<file path="src/rtl/hh_step_sched_if.sv">
// hh_step_sched_if: rate fetch, shared multiplier and commit handshakes of the HH step scheduler
interface hh_step_sched_if #(parameter int W = 14);
  logic                rate_req;
  logic                rate_valid;
  logic                mul_req;
  logic [3:0]          mul_op;
  logic                mul_ack;
  logic                commit;
  logic signed [W-1:0] v_now;
  modport master (output rate_req, mul_req, mul_op, commit, input rate_valid, mul_ack, v_now);
  modport slave (input rate_req, mul_req, mul_op, commit, output rate_valid, mul_ack, v_now);
endinterface

</file>
<file path="src/rtl/hh_step_sched.sv">
// hh_step_sched: HH integration step scheduler (tick, rate fetch, micro-op sequencing, commit, spike); HH_REFRACTORY_EN adds refractory spike masking
module hh_step_sched #(
  parameter int                  W            = 14,
  parameter int                  STEP_DIV     = 16,
  parameter int                  NUM_OPS      = 12,
  parameter logic signed [W-1:0] SPIKE_TH     = '0,
  parameter int                  REFRAC_STEPS = 8
) (
  input  logic                 clk,
  input  logic                 rst,
  input  logic                 en,
  hh_step_sched_if.master      bus,
  output logic                 spike,
  output logic [15:0]          step_cnt,
  output logic                 busy,
  output logic                 overrun
);
  localparam int TW = $clog2(STEP_DIV);
  localparam logic [TW-1:0] TICK_LAST = TW'(STEP_DIV - 1);
  localparam logic [3:0] OP_LAST = 4'(NUM_OPS - 1);
  localparam logic signed [W-1:0] V_REST = -(W'(65) <<< 5);
  typedef enum logic [2:0] {IDLE, RATES, MULS, COMMIT, SPK} state_t;
  state_t state, state_nx;
  logic [TW-1:0] tick_cnt;
  logic [3:0] op;
  logic signed [W-1:0] v_prev;
  logic tick, refr_ok;
  assign tick = en && tick_cnt == TICK_LAST;
`ifdef HH_REFRACTORY_EN
  localparam int RW = $clog2(REFRAC_STEPS + 1);
  logic [RW-1:0] refr;
  assign refr_ok = refr == '0;
  // refractory window: armed by a spike pulse, counted down by commits
  always_ff @(posedge clk)
    if (rst) refr <= '0;
    else if (spike) refr <= RW'(REFRAC_STEPS);
    else if (state == COMMIT && !refr_ok) refr <= refr - 1'b1;
`else
  assign refr_ok = 1'b1;
`endif
  // state register
  always_ff @(posedge clk)
    state <= rst ? IDLE : state_nx;
  // step sequencing
  always_comb begin
    state_nx = state;
    case (state)
      IDLE:    state_nx = tick ? RATES : IDLE;
      RATES:   state_nx = bus.rate_valid ? MULS : RATES;
      MULS:    state_nx = (bus.mul_ack && op == OP_LAST) ? COMMIT : MULS;
      COMMIT:  state_nx = SPK;
      default: state_nx = IDLE;
    endcase
  end
  // tick divider, op index, counters and registered outputs
  always_ff @(posedge clk)
    if (rst) begin
      tick_cnt     <= '0;
      op           <= '0;
      v_prev       <= V_REST;
      spike        <= 1'b0;
      step_cnt     <= '0;
      busy         <= 1'b0;
      overrun      <= 1'b0;
      bus.rate_req <= 1'b0;
      bus.mul_req  <= 1'b0;
      bus.commit   <= 1'b0;
    end else begin
      if (en) tick_cnt <= tick_cnt == TICK_LAST ? '0 : tick_cnt + 1'b1;
      if (state == MULS && bus.mul_ack) op <= op == OP_LAST ? '0 : op + 1'b1;
      if (state == SPK) v_prev <= bus.v_now;
      spike        <= state == SPK && bus.v_now >= SPIKE_TH && v_prev < SPIKE_TH && refr_ok;
      step_cnt     <= step_cnt + 16'(state == COMMIT);
      overrun      <= overrun | (tick && state != IDLE);
      busy         <= state_nx != IDLE;
      bus.rate_req <= state_nx == RATES;
      bus.mul_req  <= state_nx == MULS;
      bus.commit   <= state_nx == COMMIT;
    end
  assign bus.mul_op = op;
endmodule

</file>
<file path="src/flat_wrapper.sv">
// flat-port wrapper written by rule: the top's interface ports become plain ports
module hh_step_sched_flat 
#(
  parameter int                  W            = 14,
  parameter int                  STEP_DIV     = 16,
  parameter int                  NUM_OPS      = 12,
  parameter logic signed [W-1:0] SPIKE_TH     = '0,
  parameter int                  REFRAC_STEPS = 8
)
  (clk, rst, en, spike, step_cnt, busy, overrun, bus_rate_req, bus_mul_req, bus_mul_op, bus_commit, bus_rate_valid, bus_mul_ack, bus_v_now);
  hh_step_sched_if #(.W(W)) bus_i ();
  input  logic clk;
  input  logic rst;
  input  logic en;
  output logic spike;
  output logic [15:0] step_cnt;
  output logic busy;
  output logic overrun;
  output wire logic [$bits(bus_i.rate_req)-1:0] bus_rate_req;
  output wire logic [$bits(bus_i.mul_req)-1:0] bus_mul_req;
  output wire logic [$bits(bus_i.mul_op)-1:0] bus_mul_op;
  output wire logic [$bits(bus_i.commit)-1:0] bus_commit;
  input wire logic [$bits(bus_i.rate_valid)-1:0] bus_rate_valid;
  input wire logic [$bits(bus_i.mul_ack)-1:0] bus_mul_ack;
  input wire logic [$bits(bus_i.v_now)-1:0] bus_v_now;
  assign bus_rate_req = bus_i.rate_req;
  assign bus_mul_req = bus_i.mul_req;
  assign bus_mul_op = bus_i.mul_op;
  assign bus_commit = bus_i.commit;
  assign bus_i.rate_valid = bus_rate_valid;
  assign bus_i.mul_ack = bus_mul_ack;
  assign bus_i.v_now = bus_v_now;
  hh_step_sched #(.W(W), .STEP_DIV(STEP_DIV), .NUM_OPS(NUM_OPS), .SPIKE_TH(SPIKE_TH), .REFRAC_STEPS(REFRAC_STEPS)) u_core (.clk(clk), .rst(rst), .en(en), .bus(bus_i), .spike(spike), .step_cnt(step_cnt), .busy(busy), .overrun(overrun));
endmodule
</file>
<file path="config.mk">
export PLATFORM = sky130hd
export DESIGN_NAME = hh_step_sched_flat
export DESIGN_NICKNAME = d
export VERILOG_FILES = /design/src/rtl/hh_step_sched_if.sv /design/src/rtl/hh_step_sched.sv /design/src/flat_wrapper.sv
export SDC_FILE = /design/constraint.sdc
export NUM_CORES = 1
export LEC_CHECK = 0
export ABC_AREA = 1
export CAP_MARGIN = 25
export CORE_MARGIN = 5
export CORE_UTILIZATION = 30
export CTS_CLUSTER_DIAMETER = 80
export DETAILED_ROUTE_END_ITERATION = 10
export GPL_TIMING_DRIVEN = 0
export SLEW_MARGIN = 20
export SYNTH_ARGS = -nofsm -noshare
export SYNTH_HDL_FRONTEND = slang
export SYNTH_SLANG_ARGS = --single-unit
</file>
<file path="constraint.sdc">
create_clock -name clk -period 3.2 [get_ports clk]
set_clock_uncertainty 0.2 [all_clocks]
set_input_delay 0.64 -clock clk [delete_from_list [all_inputs] [get_ports clk]]
set_output_delay 0.64 -clock clk [all_outputs]
set_load 0.02 [all_outputs]
</file>
Word-level counts from Yosys, hierarchy flattened
Index checks and enable logic that the tools add are counted.
{"block": "op_classes", "n_reduce_logical": 9, "n_mux": 6, "n_addsub": 3, "n_lt_le_gt_ge": 2, "bitwise": 1, "eq_ne": 9}
{"operator": "$add A16 B1 Y16", "n": 1}
{"operator": "$ge A14 B1 Y1 const B", "n": 1}
{"operator": "$lt A14 B1 Y1 const B", "n": 1}
{"operator": "$eq A3 B2 Y1 const B", "n": 4}
{"operator": "$pmux W3 S4", "n": 1}
{"operator": "$add A4 B1 Y4 const B", "n": 2}
{"operator": "$eq A4 B4 Y1 const B", "n": 2}
{"operator": "$mux W4", "n": 2}
{"operator": "$eq A3 B1 Y1 const B", "n": 2}
{"operator": "$logic_and A1 B1 Y1", "n": 6}
{"operator": "$reduce_bool A3 Y1", "n": 2}
{"operator": "$eq A3 B3 Y1 const B", "n": 1}
{"operator": "$logic_not A3 Y1", "n": 1}
{"operator": "$mux W1", "n": 2}
{"operator": "$mux W2", "n": 1}
{"operator": "$or A1 B1 Y1", "n": 1}
{"block": "word_totals", "ff_bits": 47, "word_cells": 41, "input_bits": 19}

Logic depth before layout (Yosys ltp)
Gate-level depths: netlist of run 1.
{"block": "logic_depth", "word_depth": 5, "ltp_mapped": 11, "depth_no_buf": 11}

Worst setup path after synthesis of run 1
OpenSTA, ideal clock, no wires.
{"block": "synth_path", "path_kind": "flip-flop to flip-flop", "start": "register u_core.state[0]", "end": "register u_core.step_cnt[12]", "path_stages_with_launch": 10, "n_path_buf": 0, "t_arrival_ps": 1467, "setup_ps": 128, "period_less_slack_ps": 1795, "setup_slack_ps": 1405, "cell_sequence": "dfxtp_1 inv_1 nor3_1 ha_1 ha_1 nand3_1 nor2_1 nand3_1 o21ai_1 nor2_1"}
{"block": "synth_via", "elab_chain_len": 2}
{"element": "start: declaration", "line": "hh_step_sched.sv:23", "rtl": "state_t state, state_nx;"}
{"element": "start signal: assignment", "line": "hh_step_sched.sv:43", "rtl": "state <= rst ? IDLE : state_nx;"}
{"element": "$eq A3 B2 Y1", "line": "hh_step_sched.sv:73", "rtl": "step_cnt <= step_cnt + 16'(state == COMMIT);"}
{"element": "$add A16 B1 Y16", "line": "hh_step_sched.sv:73"}
{"element": "end signal: assignment", "line": "hh_step_sched.sv:73"}
{"element": "end: declaration", "line": "hh_step_sched.sv:14", "rtl": "output logic [15:0] step_cnt,"}
No other way between the ends.
A chain may end at the register's enable or synchronous reset.

Final worst setup path of run 1
{"block": "layout_path", "start": "register u_core.step_cnt[6]", "end": "output step_cnt[6]"}
{"element": "end: declaration", "line": "flat_wrapper.sv:16", "rtl": "output logic [15:0] step_cnt;"}
No word-level cell between the ends.

==> results of run 1 <==
worst min path at each step:
stage	start	end	slack (ns)	depth (start not counted)
after CTS	u_core.v_prev[13]	u_core.spike	0.24	2
after global placement	u_core.v_prev[13]	u_core.spike	0.23	2
after global routing	u_core.v_prev[13]	u_core.spike	0.25	2
final	u_core.v_prev[13]	u_core.spike	0.24	2
after detailed placement	u_core.v_prev[13]	u_core.spike	0.23	2
after floorplan	u_core.v_prev[13]	u_core.spike	0.22	2
flip-flops by register name, summed over array words and instances (netlist names):
| register | flops |
|---|---|
| u_core.step_cnt | 16 |
| u_core.bus.mul_req | 1 |
| u_core.bus.commit | 1 |
| u_core.bus.mul_op | 4 |
| u_core.bus.rate_req | 1 |
| u_core.state | 3 |
| u_core.spike | 1 |
| u_core.overrun | 1 |
| u_core.tick_cnt | 4 |
| u_core.busy | 1 |
| u_core.v_prev | 1 |
cell families after synthesis:
family,synth area share (%)
XOR/XNOR,1.73
flip-flops,44.8
AND/OR/NAND/NOR,32.9
adder cells (fa/ha/maj),3.30
AO/OA/AOI/OAI,8.49
buffers and inverters,8.74
layer usage:
layer | global-route usage [%] | vias up | part of all wire [%]
li1 | - | 751 | -
met1 | 13.4 | 610 | 49
met2 | 17.7 | 24 | 45
met3 | 3.33 | 5 | 4.8
met4 | 5.41 | 0 | 1.5
met5 | 0 | - | 0
stage by stage:
| step | hold WS (ns) | instances |
|---|---|---|
| floorplan | 0.220 | 214 |
| global placement | 0.228 | 312 |
| detailed placement | 0.233 | 312 |
| CTS | 0.242 | 319 |
| global route | 0.252 | 319 |
| finish | 0.238 | 319 |
layout by cell type, fill, tap and decap left out, types with 2 or more instances in the layout:
master | netlist | layout
nand2_1 | 48 | 48
nor2_1 | 36 | 36
dfxtp_1 | 34 | 34
inv_1 | 33 | 33
clkdlybuf4s50_1 | 0 | 31
nand3_1 | 11 | 11
a21oi_1 | 10 | 10
o21ai_0 | 9 | 9
nor3_1 | 7 | 7
clkbuf_8 | 0 | 5
ha_1 | 4 | 4
clkbuf_1 | 1 | 3
nor2_4 | 3 | 3
nand4_1 | 3 | 3
nand2_2 | 2 | 2
a31oi_1 | 2 | 2
xnor2_1 | 2 | 2
power by group:
part,total (mW),internal [mW],switching (mW)
clock network,0.295,0.150,0.146
logic,0.0254,0.0106,0.0148
registers,0.427,0.426,0.00184
synth_stat cells:
library cell / n
nand2_2: 2
inv_1: 33
o21ai_1: 1
xor2_1: 1
or2_2: 1
o21ai_2: 1
buf_2: 1
xnor2_1: 2
a21oi_1: 10
nand4_1: 3
nand3_2: 1
nor4_1: 1
o21bai_1: 1
nand2_1: 48
clkbuf_1: 1
nor3_1: 7
nor2_4: 3
a31oi_1: 2
dfxtp_1: 34
nor2_2: 1
nor2_1: 36
nand3_1: 11
o21ai_0: 9
ha_1: 4
cell type report:
type | instances | area, um2 | share of cell area [%]
multi-input cells | 145 | 704 | 35.4
flip-flops and latches | 34 | 681 | 34.2
repair buffers | 31 | 310 | 15.6
inverters | 33 | 124 | 6.23
well taps | 67 | 83.8 | 4.22
clock buffers | 7 | 76.3 | 3.84
plain buffers | 2 | 8.76 | 0.441
==> results.yml, run 1 <==
worst_hold_path:
  hold_path_class: "reg -> reg"
sta:
  fin_ws_ns: 0.989
  hold_violations: 0
  period_needed_ns: 2.21
  worst_slew_pin_slew_ns: 0.541
  rsz0062_at_grt: "false"
  timing.final.crit_share_pct: 69.1
  max_clock_freq_ghz: 0.452
  tns_ns: 0
  relSlewSlack_pct: 63.9
  drv_slew: 0
  finalSetupViolCount: 0
setup_path:
  crit_path_max_incr_delay_ns: 0.65
  critPathLaunchType: "flip-flop"
  endpoint: "step_cnt[6]"
  worst-r2r-setup-slack_ns: 1.17
  worstRegToRegCells: 9
  endpoint_kind: "primary output"
  crit_buf_inv: 1
  criticalPathCategory: "reg -> out"
  cp.depth: 1
  worstPathArrival_ns: 1.37
  startpoint: "u_core.step_cnt[6]"
  timing.rr.start: "u_core.state[0]"
  crit_slowest_cell: "clkdlybuf4s50_1"
  crit_fanout: 6
  crit_chain: "clkdlybuf4s50_1"
  crit_family: "buffers and inverters"
  critPathRequiredTime_ns: 2.36
  reg2reg_to: "u_core.step_cnt[12]"
synthesis:
  ys_seq_elements: 34
  synth_top_area_share_pct: 44.8
  synthCells: 214
  yosysUniqueCellTypes: 24
  netlist_area_mm2: 0.00152
  syn_area_per_cell_um2: 7.09
  syn_nets: 237
  yosys.area.top_type: "dfxtp_1"
  ys_seq_area_share_pct: 44.8
  synthTopCellsByArea: "dfxtp_1 (45%), nand2_1 (12%), nor2_1 (8.9%), inv_1 (8.2%), nand3_1 (3.6%)"
  yosys_warnings: 0
pwr:
  leakage_nw: 0.793
  total_power_mw: 0.748
  ir_worst_vdd_mv: 0.194
  power.density_mw_per_mm2: 376
cells_and_area:
  fillCellCount: 536
  area_growth_syn_to_layout_pct: 31.0
  postLayoutCellArea_mm2: 0.00199
  finalNetCount: 275
  diodes: 0
  drive_above_1_share_pct: 5.95
  final_util_pct: 41.3
drt:
  routed_wirelength_mm: 3.21
  initialDrtViolationCount: 55
  drtPass1Iterations: 4
  viasPerCell: 4.36
  drc: 0
  num_vias: 1390
  antenna_left: 0
  wl_per_cell_um: 10.0
die:
  rows: 25
  die_area_mm2: 0.00658
  start_util_pct: 31.5
  core_area_mm2: 0.00482
  pin_count: 45
  die-height_um: 81.1
  fp.dieW_um: 81.1
clock_network:
  clkTransAtPathRegs_ns: 0.07
  clock_path_buffers: 2
  cts_resized: 0
  clk_latency_ns: 0.28
  cts_buffers: 5
  cts_sinks: 34
  cts_tree: "yes"
  cts-root-buf: "clkbuf_8"
  h-tree-depth: 2
  postCtsSetupBuffers: 0
  cts_hold_buf: 0
placement:
  portBuffers: 31
  gp_congestion: 0.803
  pre_cts_ws_ns: 1.08
  dpl.hpwl_mm: 2.41
  place_area_mm2: 0.00191
outcome:
  status: "complete, no violations"
global_route:
  grt_pass1_vias: 1296
  grt_first_pass_wirelength_mm: 5.58
  antenna_found_initial: 0
  grt_max_degree: 11
  grt.total_usage_pct: 11.1
  grt-ovfl-total: 0
flow_run:
  maxCapViolCount: 0
Note: power is estimated with default switching activity, not from simulation.
==> run 2: changes to the inputs <==
Clock period 3.2 ns to 2.15 ns, I/O delays scaled along.
==> results.yml, run 2 (synthesis gave the netlist of run 1 again) <==
outcome:
  status: "complete, no violations"
sta:
  hold_violations: 0
  whs_ns: 0.238
  fin_ws_ns: 0.147
  rsz0062_at_grt: "false"
  finalSetupViolCount: 0
  tns_ns: 0
  max_clock_freq_ghz: 0.499
  period_needed_ns: 2.00
  relSlewSlack_pct: 63.9
  drv_slew: 0
  timing.final.crit_share_pct: 93.2
  worst_slew_pin_slew_ns: 0.542
drt:
  drtPass1Iterations: 4
  initialDrtViolationCount: 54
  drc: 0
  wl_per_cell_um: 10.1
  num_vias: 1396
  viasPerCell: 4.38
  routed_wirelength_mm: 3.22
  antenna_left: 0
clock_network:
  clock_path_buffers: 2
  cts_buffers: 5
  clkTransAtPathRegs_ns: 0.07
  cts_tree: "yes"
  postCtsSetupBuffers: 0
  cts-root-buf: "clkbuf_8"
  cts_hold_buf: 0
  h-tree-depth: 2
  cts_sinks: 34
  cts_resized: 0
  clk_latency_ns: 0.28
die:
  die-height_um: 81.1
  start_util_pct: 31.5
  fp.dieW_um: 81.1
  die_area_mm2: 0.00658
  rows: 25
  pin_count: 45
  core_area_mm2: 0.00482
setup_path:
  criticalPathCategory: "reg -> out"
  endpoint_kind: "primary output"
  critPathRequiredTime_ns: 1.52
  critPathLaunchType: "flip-flop"
  crit_slowest_cell: "clkdlybuf4s50_1"
  crit_family: "buffers and inverters"
  worstPathArrival_ns: 1.37
  crit_fanout: 6
  crit_path_max_incr_delay_ns: 0.65
  crit_buf_inv: 1
  crit_chain: "clkdlybuf4s50_1"
placement:
  dpl.hpwl_mm: 2.41
  pre_cts_ws_ns: 0.0831
  portBuffers: 31
  dp.cells: 312
  gp_congestion: 0.803
cells_and_area:
  diodes: 0
  largest_reg_flops: 16
  finalNetCount: 275
  fin_cells: 319
  largest-register: "u_core.step_cnt"
  area_growth_syn_to_layout_pct: 31.7
  drive_above_1_share_pct: 7.54
  layout_common_cells: "nand2_1 (48), nor2_1 (35), inv_1 (33), dfxtp_1 (32), clkdlybuf4s50_1 (31)"
  layout_commonest_cell: "nand2_1"
global_route:
  antenna_found_initial: 0
  grt-ovfl-total: 0
  grt_max_degree: 11
  grt.total_usage_pct: 11.1
  grt_pass1_vias: 1296
  grt_first_pass_wirelength_mm: 5.58
pwr:
  ir_worst_vdd_mv: 0.289
  leakage_nw: 0.794
  total_power_mw: 1.11
  power.density_mw_per_mm2: 558
worst_hold_path:
  hold_path_class: "reg -> reg"
flow_run:
  maxCapViolCount: 0
[run 2: cell counts in the layout (fill, tap and decap cells not counted)]
Identical to the previous run, type by type.
[run 2: stage by stage]
stage / utilization, % / cell area [um2]
after global routing: 41.5 / 2000
after global placement: 39.7 / 1910
final: 41.5 / 2000
after detailed placement: 39.7 / 1910
after CTS: 41.3 / 1990
after floorplan: - / 1520
[run 2: worst paths after layout]
path / depth (start not counted) / start / slack, ns / end
hold reg to reg: 2 / u_core.v_prev[13] / 0.24 / u_core.spike
setup reg to reg: 11 / u_core.state[0] / 0.27 / u_core.step_cnt[14]
setup / recovery: 1 / u_core.step_cnt[6] / 0.15 / step_cnt[6]
hold / removal: 2 / u_core.v_prev[13] / 0.24 / u_core.spike
[run 2: layer usage]
layer  routed length (um)  part of all wire (%)  vias to the layer above  track usage (%)
li1                     -                     -                      751                -
met5                    0                     0                        -                0
met2                 1450                    45                       24             17.7
met1                 1570                    49                      616             13.4
met4                   49                   1.5                        0             5.41
met3                  154                   4.8                        5             3.33
[run 2: power breakdown]
group	leakage (nW)	total, mW	switching (mW)	internal, mW
registers	0.275	0.636	0.00273	0.633
clock network	0.0383	0.441	0.218	0.223
logic	0.481	0.0378	0.0220	0.0158
total	0.794	1.11	0.243	0.872
[run 2: layout make-up]
class / instances / area [um2]
Fill cell: 533 / 2820
Multi-Input combinational cell: 145 / 712
Sequential cell: 34 / 683
Timing Repair Buffer: 31 / 310
Inverter: 33 / 124
Tap cell: 67 / 83.8
Clock buffer: 7 / 76.3
Buffer: 2 / 8.76
